==> src/rtl/kim1_pkg.sv <==
// Shared constants and types for the KIM-1 display/keypad board stage.
package kim1_pkg;

    localparam int KIM_NUM_DIGITS     = 6;
    localparam int KIM_DIGIT_SEL_BASE = 4;
    localparam int KIM_NUM_ROWS       = 3;
    localparam int KIM_ROW_KEYS       = 7;

    localparam logic [4:0] KIM_KEY_NONE = 5'h1F;
    localparam logic [3:0] KIM_SEL_NONE = 4'hF;

    typedef logic [6:0] seg7_t;

endpackage

==> src/rtl/kim1_key_debounce.sv <==
// Debounces the host key index into a stable pressed key.
module kim1_key_debounce
    import kim1_pkg::*;
#(
    parameter int DEBOUNCE_CYCLES = 64,
    parameter int DCNT_W          = 8
) (
    input  logic       phi2,
    input  logic       rst,
    input  logic       key_down,
    input  logic [4:0] key_idx,
    output logic [4:0] pressed,
    output logic       key_valid
);

    localparam logic [DCNT_W-1:0] CNT_MAX = DCNT_W'(DEBOUNCE_CYCLES - 1);

    logic [4:0]        raw;
    logic [4:0]        cand;
    logic [DCNT_W-1:0] cnt;

    assign raw = (key_down && key_idx <= 5'd20) ? key_idx : KIM_KEY_NONE;

    // cnt parks at CNT_MAX while raw stays put, so pressed keeps reloading
    always_ff @(posedge phi2 or posedge rst) begin
        if (rst) begin
            cand      <= KIM_KEY_NONE;
            cnt       <= '0;
            pressed   <= KIM_KEY_NONE;
            key_valid <= 1'b0;
        end else if (raw != cand) begin
            cand <= raw;
            cnt  <= '0;
        end else if (cnt == CNT_MAX) begin
            pressed   <= cand;
            key_valid <= (cand != KIM_KEY_NONE);
        end else begin
            cnt <= cnt + 1'b1;
        end
    end

endmodule

==> src/rtl/kim1_display_keypad.sv <==
// Demultiplexes the scanned 6-digit display into persistent latches
// and emulates the 3x7 keypad matrix on the 6530 port A inputs.
module kim1_display_keypad
    import kim1_pkg::*;
#(
    parameter int PERSIST_CYCLES  = 20000,
    parameter int PCNT_W          = 16,
    parameter int DEBOUNCE_CYCLES = 64,
    parameter int DCNT_W          = 8
) (
    input  logic        phi2,
    input  logic        rst,
    input  logic [7:0]  PAO,
    input  logic [7:0]  DDRA,
    input  logic [7:0]  PBO,
    input  logic [7:0]  DDRB,
    input  logic        key_down,
    input  logic [4:0]  key_idx,
    output logic [7:0]  PAI,
    output logic [41:0] seg,
    output logic [5:0]  digit_lit,
    output logic        key_valid
);

    localparam logic [PCNT_W-1:0] PCNT_LOAD = PCNT_W'(PERSIST_CYCLES);
    localparam logic [PCNT_W-1:0] PCNT_ONE  = PCNT_W'(1);

    logic [3:0] sel;
    seg7_t      m;
    logic [4:0] pressed;
    logic [2:0] row;
    logic [2:0] col;
    logic       unused;

    assign sel = (DDRB[4:1] == 4'hF) ? PBO[4:1] : KIM_SEL_NONE;
    assign m   = PAO[6:0] & DDRA[6:0];

    assign unused = ^{PAO[7], DDRA[7], PBO[7:5], PBO[0], DDRB[7:5], DDRB[0]};

    for (genvar d = 0; d < KIM_NUM_DIGITS; d++) begin : g_digit
        seg7_t             seg_q;
        logic [PCNT_W-1:0] cnt;
        logic              lit_q;
        logic              cap;

        // a blank pattern is the monitor's inter-digit gap, not a digit
        assign cap = (sel == 4'(KIM_DIGIT_SEL_BASE + d)) && (m != '0);

        always_ff @(posedge phi2 or posedge rst) begin
            if (rst) begin
                seg_q <= '0;
                cnt   <= '0;
                lit_q <= 1'b0;
            end else if (cap) begin
                seg_q <= m;
                cnt   <= PCNT_LOAD;
                lit_q <= 1'b1;
            end else if (cnt != '0) begin
                cnt <= cnt - 1'b1;
                if (cnt == PCNT_ONE) begin
                    seg_q <= '0;
                    lit_q <= 1'b0;
                end
            end
        end

        assign seg[7*d +: 7] = seg_q;
        assign digit_lit[d]  = lit_q;
    end

    kim1_key_debounce #(
        .DEBOUNCE_CYCLES(DEBOUNCE_CYCLES),
        .DCNT_W         (DCNT_W)
    ) u_debounce (
        .phi2     (phi2),
        .rst      (rst),
        .key_down (key_down),
        .key_idx  (key_idx),
        .pressed  (pressed),
        .key_valid(key_valid)
    );

    assign row = 3'(pressed / 5'(KIM_ROW_KEYS));
    assign col = 3'(pressed % 5'(KIM_ROW_KEYS));

    // combinational so a PA read right after the PB write sees the row
    always_comb begin
        PAI = 8'hFF;
        if (key_valid && sel == {1'b0, row}) begin
            PAI[col] = 1'b0;
        end
    end

endmodule

==> config.mk <==
export PLATFORM = sky130hd
export DESIGN_NAME = kim1_display_keypad
export DESIGN_NICKNAME = d
export VERILOG_FILES = /design/src/rtl/kim1_pkg.sv /design/src/rtl/kim1_key_debounce.sv /design/src/rtl/kim1_display_keypad.sv
export SDC_FILE = /design/constraint.sdc
export NUM_CORES = 1
export LEC_CHECK = 0
export CAP_MARGIN = 10
export CORE_UTILIZATION = 35
export CTS_CLUSTER_SIZE = 16
export DETAILED_ROUTE_END_ITERATION = 6
export SYNTH_ARGS = -nofsm -noshare
export SYNTH_HDL_FRONTEND = slang
export SYNTH_SLANG_ARGS = --single-unit
==> constraint.sdc <==
create_clock -name phi2 -period 6.2 [get_ports phi2]
set_input_delay 0.93 -clock phi2 [delete_from_list [all_inputs] [get_ports phi2]]
set_output_delay 0.93 -clock phi2 [all_outputs]
set_load 0.1 [all_outputs]
# Yosys cells after proc, flatten, opt, wreduce, memory -nomap -nowiden

Index checks and enable logic that the tools add are counted.
Widths: inputs -> output; s select.

$add $sub $neg: 7
Divide/modulo/power cells: 2
Magnitude comparators: 3
Equal/unequal tests: 18
Muxes and demuxes: 55
Bitwise gates (word level): 3
Reductions and logical operators: 35

Operators with widths:

| kind                  | count |
|---|---|
| $mux 16               | 12 |
| $mux 7                | 18 |
| $eq 16x1->1 const B   | 6 |
| $reduce_bool 16->1    | 6 |
| $sub 16x1->16 const B | 6 |
| $mux 8                | 3 |
| $reduce_bool 2->1     | 12 |
| $mux 1                | 19 |
| $eq 4x3->1 const B    | 4 |
| $reduce_and 2->1      | 7 |
| $eq 4x4->1 const B    | 3 |
| $logic_and 1x1->1     | 9 |
| $add 8x1->8 const B   | 1 |
| $eq 8x6->1 const B    | 1 |
| $not 8->8             | 1 |
| $and 7x7->7           | 1 |
| $reduce_bool 7->1     | 1 |
| $div 5x3->5 const B   | 1 |
| $le 5x5->1 const B    | 1 |
| $mod 5x3->5 const B   | 1 |
| $mux 5                | 1 |
| $ne 5x5->1            | 1 |
| $ne 5x5->1 const B    | 1 |
| $eq 4x3->1            | 1 |
| other kinds (6)       | 6 |

Register bits after elaboration: 163
Bits of input ports: 40
Output and inout port bits: 57
Word-level logic and storage cells: 145

# Depth between registers and ports, before layout

Gate-level depths: netlist (run 1).

Depth in word-level cells: 7
Mapped depth: 10
Depth with buffers taken out: 8

# Cells and area by module

A second synthesis (run 1) with hierarchy kept.

Cells, all modules: 823
Area total of the unflattened synthesis: 8344.3 sq um

Modules (own cells, without submodules):

| module              | times used | cells an instance | area each (sq um) | sequential area each (sq um) |
|---|---|---|---|---|
| kim1_display_keypad | 1          | 733               | 7372.1            | 3603.5 |
| kim1_key_debounce   | 1          | 90                | 972.2             | 488.0 |

# Worst setup path before layout (run 1)

No wires, ideal clock.

Path type: reg2out
Start point: reg u_debounce.pressed[3]
End point: out PAI[0]
Data arrival time: 2945 ps
Data required time: 5270 ps
Path slack: 2325 ps
Stages on the path, launching flop included: 11
Path buffers: 2
Path through: dfstp_2 -> buf_2 -> and2_1 -> o221ai_1 -> ha_1 -> clkbuf_1 -> nand2_1 -> o21ai_0 -> or3_1 -> a211oi_1 -> nand2_1

Longest elaborated chain between the ends: 7
Elaborated cells between the ends (all ways): 11
Those cells by class: div (2); order compare (2); eq/ne (1); mux (3); bitwise (1); reduce/logical (2)

RTL lines:

| what                                                                  | line                      | RTL |
|---|---|---|
| start, declared                                                       | kim1_key_debounce.sv:12   | `output logic [4:0] pressed,` |
| start signal, assigned                                                | kim1_key_debounce.sv:35   | `pressed <= cand;` |
| $mod 5x3->5                                                           | kim1_display_keypad.sv:84 | `assign col = 3'(pressed % 5'(KIM_ROW_KEYS));` |
| $lt 3x4->1 (implied by the code) / $ge 3x1->1 (equally long branches) | kim1_display_keypad.sv:90 | `PAI[col] = 1'b0;` |
| $logic_and 1x1->1 (implied by the code)                               | kim1_display_keypad.sv:90 |  |
| $mux 1 (implied by the code)                                          | kim1_display_keypad.sv:90 |  |
| $demux 1 s3                                                           | kim1_display_keypad.sv:90 |  |
| $not 8->8 (no line)                                                   | --                        |  |
| $mux 8 *                                                              | kim1_display_keypad.sv:89 | `if (key_valid && sel == {1'b0, row}) begin` |
| end, declared                                                         | kim1_display_keypad.sv:19 | `output logic [7:0] PAI,` |

Every way passes the cells marked *; elsewhere a longest branch is shown, timed or not.

# Final worst setup path (run 1)

Start point: reg u_debounce.pressed[4]
End point: out PAI[6]

Same word-level chain as after synthesis.

==> results of run 1 <==
-- layout by cell type (no fill, tap or decap), drive strengths merged, types with 5 or more instances in the layout --
| master | synthesis | final |
|---|---|---|
| ha | 15 | 15 |
| and3 | 8 | 8 |
| nand2 | 87 | 87 |
| nand4b | 10 | 10 |
| and2 | 8 | 8 |
| a32o | 6 | 6 |
| nor3b | 5 | 5 |
| inv | 19 | 19 |
| dfstp | 10 | 10 |
| nor2b | 5 | 5 |
| o21ai | 53 | 53 |
| nand2b | 6 | 6 |
| xor2 | 34 | 34 |
| nor3 | 22 | 22 |
| nand3b | 5 | 5 |
| nor2 | 105 | 105 |
| clkdlybuf4s50 | 0 | 86 |
| dfrtp | 153 | 153 |
| nand4 | 10 | 10 |
| or3 | 22 | 22 |
| a211oi | 8 | 8 |
| or4 | 12 | 12 |
| a21oi | 22 | 22 |
| clkbuf | 21 | 21 |
| xnor2 | 41 | 41 |
| nand3 | 77 | 77 |
| mux2 | 7 | 7 |
| nor4 | 18 | 18 |
-- cell type report --
type / instances / area (µm²)
fill: 2271 / 12930
multi-input combinational: 637 / 3896
tap: 313 / 391.6
inverter: 19 / 76.32
timing repair buffer: 89 / 883.3
clock buffer: 21 / 470.5
sequential: 163 / 4091
clock inverter: 8 / 105.1
-- worst max-delay path: stages, from the launching register on --
cell	delay [ns]
dfstp_2	0.63
a21bo_2	0.26
o221ai_1	0.34
ha_1	0.37
nand2_1	0.07
o21ai_0	0.37
o21ai_0	0.22
a211oi_1	0.46
nand2_1	0.10
clkdlybuf4s50_1	0.98
-- layer usage --
| layer | vias up | GRT usage |
|---|---|---|
| met1 | 3048 | 0.2133 |
| li1 | 3165 | - |
| met4 | 0 | 0.04573 |
| met5 | - | 0 |
| met3 | 14 | 0.03621 |
| met2 | 99 | 0.2690 |
-- power breakdown --
part / internal [mW] / total [mW] / switching (mW)
sequential: 1.23 / 1.39 / 0.162
clock: 0.619 / 1.03 / 0.411
combinational: 0.219 / 0.540 / 0.321
total: 2.07 / 2.96 / 0.894
-- state kept, by name (all words and copies together), names as in the netlist --
register,cells
u_debounce.cnt,8
u_debounce.pressed,5
u_debounce.key_valid,1
g_digit.cnt,96
u_debounce.cand,5
g_digit.lit_q,6
g_digit.seg_q,42
-- logic make-up (layout without fill, tap and decap cells) --
family,count (synthesis),after routing,share of synthesized area
DFF,163,163,0.4984
xor gates and xnor gates,75,75,0.08002
adders and majority gates,15,15,0.02286
AOI/OAI and AO/OA,125,125,0.09816
and+or+nand+nor,413,413,0.2616
buffers and inverters,50,137,0.02698
muxes,9,9,0.01204
-- worst paths after layout --
check                                           start  slack (ns)  depth (start not counted)                  end
min in group asynchronous                         rst        0.99                          2  g_digit[1].seg_q[0]
worst min-delay path                 g_digit[5].lit_q        0.46                          2     g_digit[5].lit_q
worst max register to register      g_digit[4].cnt[8]        3.70                          6  g_digit[4].seg_q[3]
max in group asynchronous                         rst        4.02                          3  g_digit[3].seg_q[4]
worst max-delay path            u_debounce.pressed[4]        1.07                          9               PAI[6]
worst min register to register       g_digit[5].lit_q        0.46                          2     g_digit[5].lit_q
-- metrics by stage --
step / power (mW) / hold WS (ns) / std cells / area, µm² / setup WS, ns
3_5_place_dp: 1.947 / 0.4571 / 1221 / 9339 / 1.452
3_3_place_gp: 1.931 / 0.4521 / 1221 / 9339 / 1.512
6_report: 2.960 / 0.4650 / 1250 / 9915 / 1.069
5_1_grt: 3.135 / 0.5044 / 1250 / 9915 / 0.7627
4_1_cts: 2.996 / 0.4713 / 1250 / 9915 / 1.051
2_1_floorplan: 1.791 / 0.4400 / 850 / 8209 / 0.8816
==> impl_metrics.py, run 1 <==
metrics = {
    "outcome": {
        "status": "finished, final reports clean",
    },
    "clock_network": {
        "clk_pin_slew_ns": 0.06,
        "insertion_delay_ns": 0.42,
        "cts_tree": "yes",
        "htree_levels": 4,
        "post_cts_resized": 0,
        "cts_inserted_buffers": 17,
        "cts_post_setup_buffers_inserted": 0,
        "cts_root_buf": "clkbuf_16",
        "clkSinkCount": 163,
        "cts.hold.buffers_added": 0,
        "ctsLongestPathBuffers": 2,
    },
    "yosys": {
        "synth_top_area_frac": 0.4664,
        "synth.most_common_cell": "dfrtp_1",
        "netlist_area_mm2": 0.008209,
        "synth-edff-count": 0,
        "synth_nets": 905,
        "synth_cell_type_count": 72,
        "synth_area_leaders": "dfrtp_1 47%, nor2_1 4.8%, nand3_1 4.7%, xnor2_1 4.4%, nand2_1 3.9%",
        "synth.avg_cell_area_um2": 9.658,
        "synthesis.instances": 850,
        "ys_seq_elements": 163,
        "yosys_warnings": 0,
        "ys_seq_area_frac": 0.4984,
        "synth_common_cells": "153 x dfrtp_1, 105 x nor2_1, 86 x nand2_1, 77 x nand3_1, 53 x o21ai_0",
        "synthFlopType": "dfrtp_1",
        "synth_top_area_cell": "dfrtp_1",
        "async_reset_ff_frac": 1.000,
    },
    "critical_path": {
        "crit_required_ns": 5.27,
        "worstPathMaxFanout": 12,
        "crit_type": "register to output pin",
        "cp-start-kind": "register",
        "worstPathArrival_ns": 4.20,
        "end_kind": "output pin",
    },
    "final_layout": {
        "syn_to_final_growth_pct": 20.77,
        "antenna_cells": 0,
        "nNetsFinal": 982,
        "final_core_util": 0.4340,
        "final_layout_size_suffix_gt1_frac": 0.07471,
    },
    "timing": {
        "rsz0062_at_grt": "no",
        "maxSlewHeadroom": 0.3222,
        "min_period_over_period": 0.8276,
        "worst_pin_slew_ns": 1.014,
        "finalHoldViolCount": 0,
        "setup_viol_count_final": 0,
        "fin_tns_setup_ns": 0,
        "fin_crit_ns": 5.131,
        "worst_clock_skew_ns": 0.007700,
        "final_max_slew_viol_count": 0,
        "fmax_ghz": 0.1949,
    },
    "drt": {
        "dr.pass1.iters": 4,
        "final_antenna_net_count": 0,
        "drt_iter0_markers": 287,
        "met3RoutedLength_um": 633,
        "wl_met1_mm": 8.850,
        "wl_per_cell_um": 14.54,
        "routed_via_density": 5.061,
        "drc": 0,
        "routed_wl_mm": 18.18,
        "vias": 6326,
        "route.met2.wl_mm": 8.506,
        "top_layer": "met4",
    },
    "floorplan": {
        "core-area_mm2": 0.02285,
        "die_width_um": 155.2,
        "die_h_um": 155.2,
        "dieArea_mm2": 0.02407,
        "num_rows": 55,
        "start_util": 0.3593,
        "io-pin-count": 97,
    },
    "power_and_ir_drop": {
        "ir_drop_mv": 0.2121,
        "power_density_mw_per_mm2": 298.6,
        "p_leak_nw": 3.699,
    },
    "global_routing": {
        "grt_pass1_vias": 6119,
        "grt.overflow.total": 0,
        "gr-usage-all-layers": 0.1625,
        "grt_pass1_wl_mm": 30.64,
        "grt_max_degree": 72,
        "antenna_found_initial": 0,
    },
    "place": {
        "dp_hpwl_mm": 12.85,
        "port_buffers": 86,
        "gp_congestion": 0.8007,
    },
    "job": {
        "cap_viol_max_count": 0,
    },
    "min_path": {
        "hold_class": "register to register",
    },
}
No activity file was read; power rests on OpenSTA's default activity.
==> inputs of run 2 (changes only) <==
clock period = 4.51 ns   (was 6.2 ns; I/O delays follow)
==> run 2 against run 1 <==
Effect of this change: first-iteration DRC count grew 5.6%; clock skew grew 0.0049 ns; sequential share of layout area is 0.19 points lower; hold slack lost 0.0028 ns; flip-flop and latch count unchanged; global-route usage is 0.32 points lower; sequential power up 37%; clock power is 45% higher; register-to-register slack got worse by 1.7 ns; via count is 0.66% lower; utilization increased by 0.20 points; critical path type unchanged; largest cell class unchanged.
==> impl_metrics.py, run 2 (same netlist as run 1, synthesis figures left out) <==
metrics = {
    "final_layout": {
        "antenna_cells": 0,
        "fillers": 2229,
        "final_core_util": 0.4359,
        "final_layout_size_suffix_gt1_frac": 0.08590,
        "reg.largest.list": "g_digit.cnt x96, g_digit.seg_q x42, u_debounce.cnt x8",
        "final_cell_mix": "153 x dfrtp_1, 105 x nor2_1, 86 x nand2_1",
        "largest_register": "g_digit.cnt",
        "largest_reg_flops": 96,
        "syn_to_final_growth_pct": 21.32,
        "final_common_cell": "dfrtp_1",
        "nNetsFinal": 985,
    },
    "critical_path": {
        "crit_family": "compound AO/OA/AOI/OAI gates",
        "reg2reg_depth": 5,
        "max_stage_delay_ns": 0.63,
        "r2r_end": "g_digit[1].seg_q[6]",
        "end_kind": "output pin",
        "crit_path_top_delay_cell": "dfstp_2",
        "rrSetupSlack_ns": 1.98,
        "crit_type": "register to output pin",
        "path_cells": "a21bo_2 > o221ai_1 > ha_1 > nand2_1 > o21ai_0 > o21ai_0 > a211oi_1 > nand2_1 > buf_4",
        "crit_required_ns": 3.83,
        "critical_path_buf_inv_count": 1,
        "worstPathMaxFanout": 12,
        "cp-start-kind": "register",
        "worstPathArrival_ns": 3.40,
        "timing.rr.start": "g_digit[1].cnt[12]",
    },
    "outcome": {
        "status": "finished, final reports clean",
    },
    "floorplan": {
        "core-area_mm2": 0.02285,
        "num_rows": 55,
        "start_util": 0.3593,
        "die_width_um": 155.2,
        "io-pin-count": 97,
        "die_h_um": 155.2,
        "dieArea_mm2": 0.02407,
    },
    "job": {
        "cap_viol_max_count": 0,
    },
    "timing": {
        "fin_crit_ns": 4.075,
        "worst_pin_slew_ns": 1.023,
        "fin_hold_ws_ns": 0.4622,
        "setup_viol_count_final": 0,
        "min_period_over_period": 0.9036,
        "maxSlewHeadroom": 0.3181,
        "fin_ws_ns": 0.4347,
        "final_max_slew_viol_count": 0,
        "fin_tns_setup_ns": 0,
        "finalHoldViolCount": 0,
        "rsz0062_at_grt": "no",
        "fmax_ghz": 0.2454,
        "worst_clock_skew_ns": 0.01257,
    },
    "clock_network": {
        "ctsLongestPathBuffers": 2,
        "cts_tree": "yes",
        "cts.hold.buffers_added": 0,
        "htree_levels": 4,
        "insertion_delay_ns": 0.42,
        "clk_pin_slew_ns": 0.06,
        "cts_inserted_buffers": 17,
        "clkSinkCount": 163,
        "cts_post_setup_buffers_inserted": 0,
        "cts_root_buf": "clkbuf_16",
        "post_cts_resized": 0,
    },
    "place": {
        "pre_cts_ws_ns": 0.8627,
        "gp_congestion": 0.7810,
        "port_buffers": 86,
        "dp_hpwl_mm": 12.69,
    },
    "drt": {
        "drt_iter0_markers": 303,
        "final_antenna_net_count": 0,
        "wl_per_cell_um": 14.27,
        "dr.pass1.iters": 5,
        "routed_via_density": 5.003,
        "routed_wl_mm": 17.93,
        "drc": 0,
        "vias": 6284,
    },
    "power_and_ir_drop": {
        "p_leak_nw": 3.723,
        "power_density_mw_per_mm2": 415.2,
        "ir_drop_mv": 0.2687,
    },
    "global_routing": {
        "grt_max_degree": 63,
        "antenna_found_initial": 0,
        "gr-usage-all-layers": 0.1593,
        "grt_pass1_vias": 6112,
        "grt_pass1_wl_mm": 30.26,
        "grt.overflow.total": 0,
    },
    "min_path": {
        "hold_path_end": "g_digit[5].lit_q",
        "hold_class": "register to register",
        "min_from": "g_digit[5].lit_q",
        "hold_depth": 2,
    },
}
-- run 2: layout make-up --
type | instances | area (µm²) | area share
flip-flops and latches | 163 | 4091 | 0.4108
multi-input cells | 637 | 3896 | 0.3912
repair buffers | 92 | 898.4 | 0.09020
clock buffers | 24 | 481.7 | 0.04837
well taps | 313 | 391.6 | 0.03932
clock inverters | 8 | 125.1 | 0.01256
inverters | 19 | 75.07 | 0.007538
-- run 2: layer usage --
metal,GRT usage,vias up,share of wire
li1,-,3167,-
met1,0.2086,3024,0.49
met2,0.2628,83,0.47
met3,0.03510,10,0.036
met4,0.04856,0,0.011
met5,0,-,0
-- run 2: tightest hold or removal path, stage by stage (launching register included) --
cell	delay, ns
dfrtp_1	0.34
nand2_1	0.05
nand2_1	0.04
-- run 2: power by group --
group / switching (mW) / total (mW) / internal [mW]
Clock: 0.570 / 1.49 / 0.915
Sequential: 0.223 / 1.91 / 1.69
Combinational: 0.435 / 0.738 / 0.303
-- run 2: worst max path at each step --
stage | startpoint | endpoint | slack [ns] | depth (start not counted)
floorplan | u_debounce.pressed[3] | PAI[0] | 0.89 | 10
global placement | u_debounce.pressed[4] | PAI[6] | 0.90 | 9
global route | u_debounce.pressed[4] | PAI[4] | 0.14 | 9
detailed placement | u_debounce.pressed[4] | PAI[6] | 0.86 | 9
finish | u_debounce.pressed[4] | PAI[2] | 0.43 | 9
CTS | u_debounce.pressed[4] | PAI[6] | 0.41 | 9
-- run 2: stage by stage --
stage / area, µm² / std cells / power, mW
after floorplan: 8213 / 850 / 2.463
after global routing: 9960 / 1256 / 4.383
after detailed placement: 9353 / 1224 / 2.674
after global placement: 9353 / 1224 / 2.655
after CTS: 9960 / 1256 / 4.187
final: 9960 / 1256 / 4.136
==> inputs of run 3 (changes only) <==
ABC_CLOCK_PERIOD_IN_PS = 4510   (was unset)
==> results of run 3 <==
The final DEF is identical to that of run 2; final timing and power are the same.
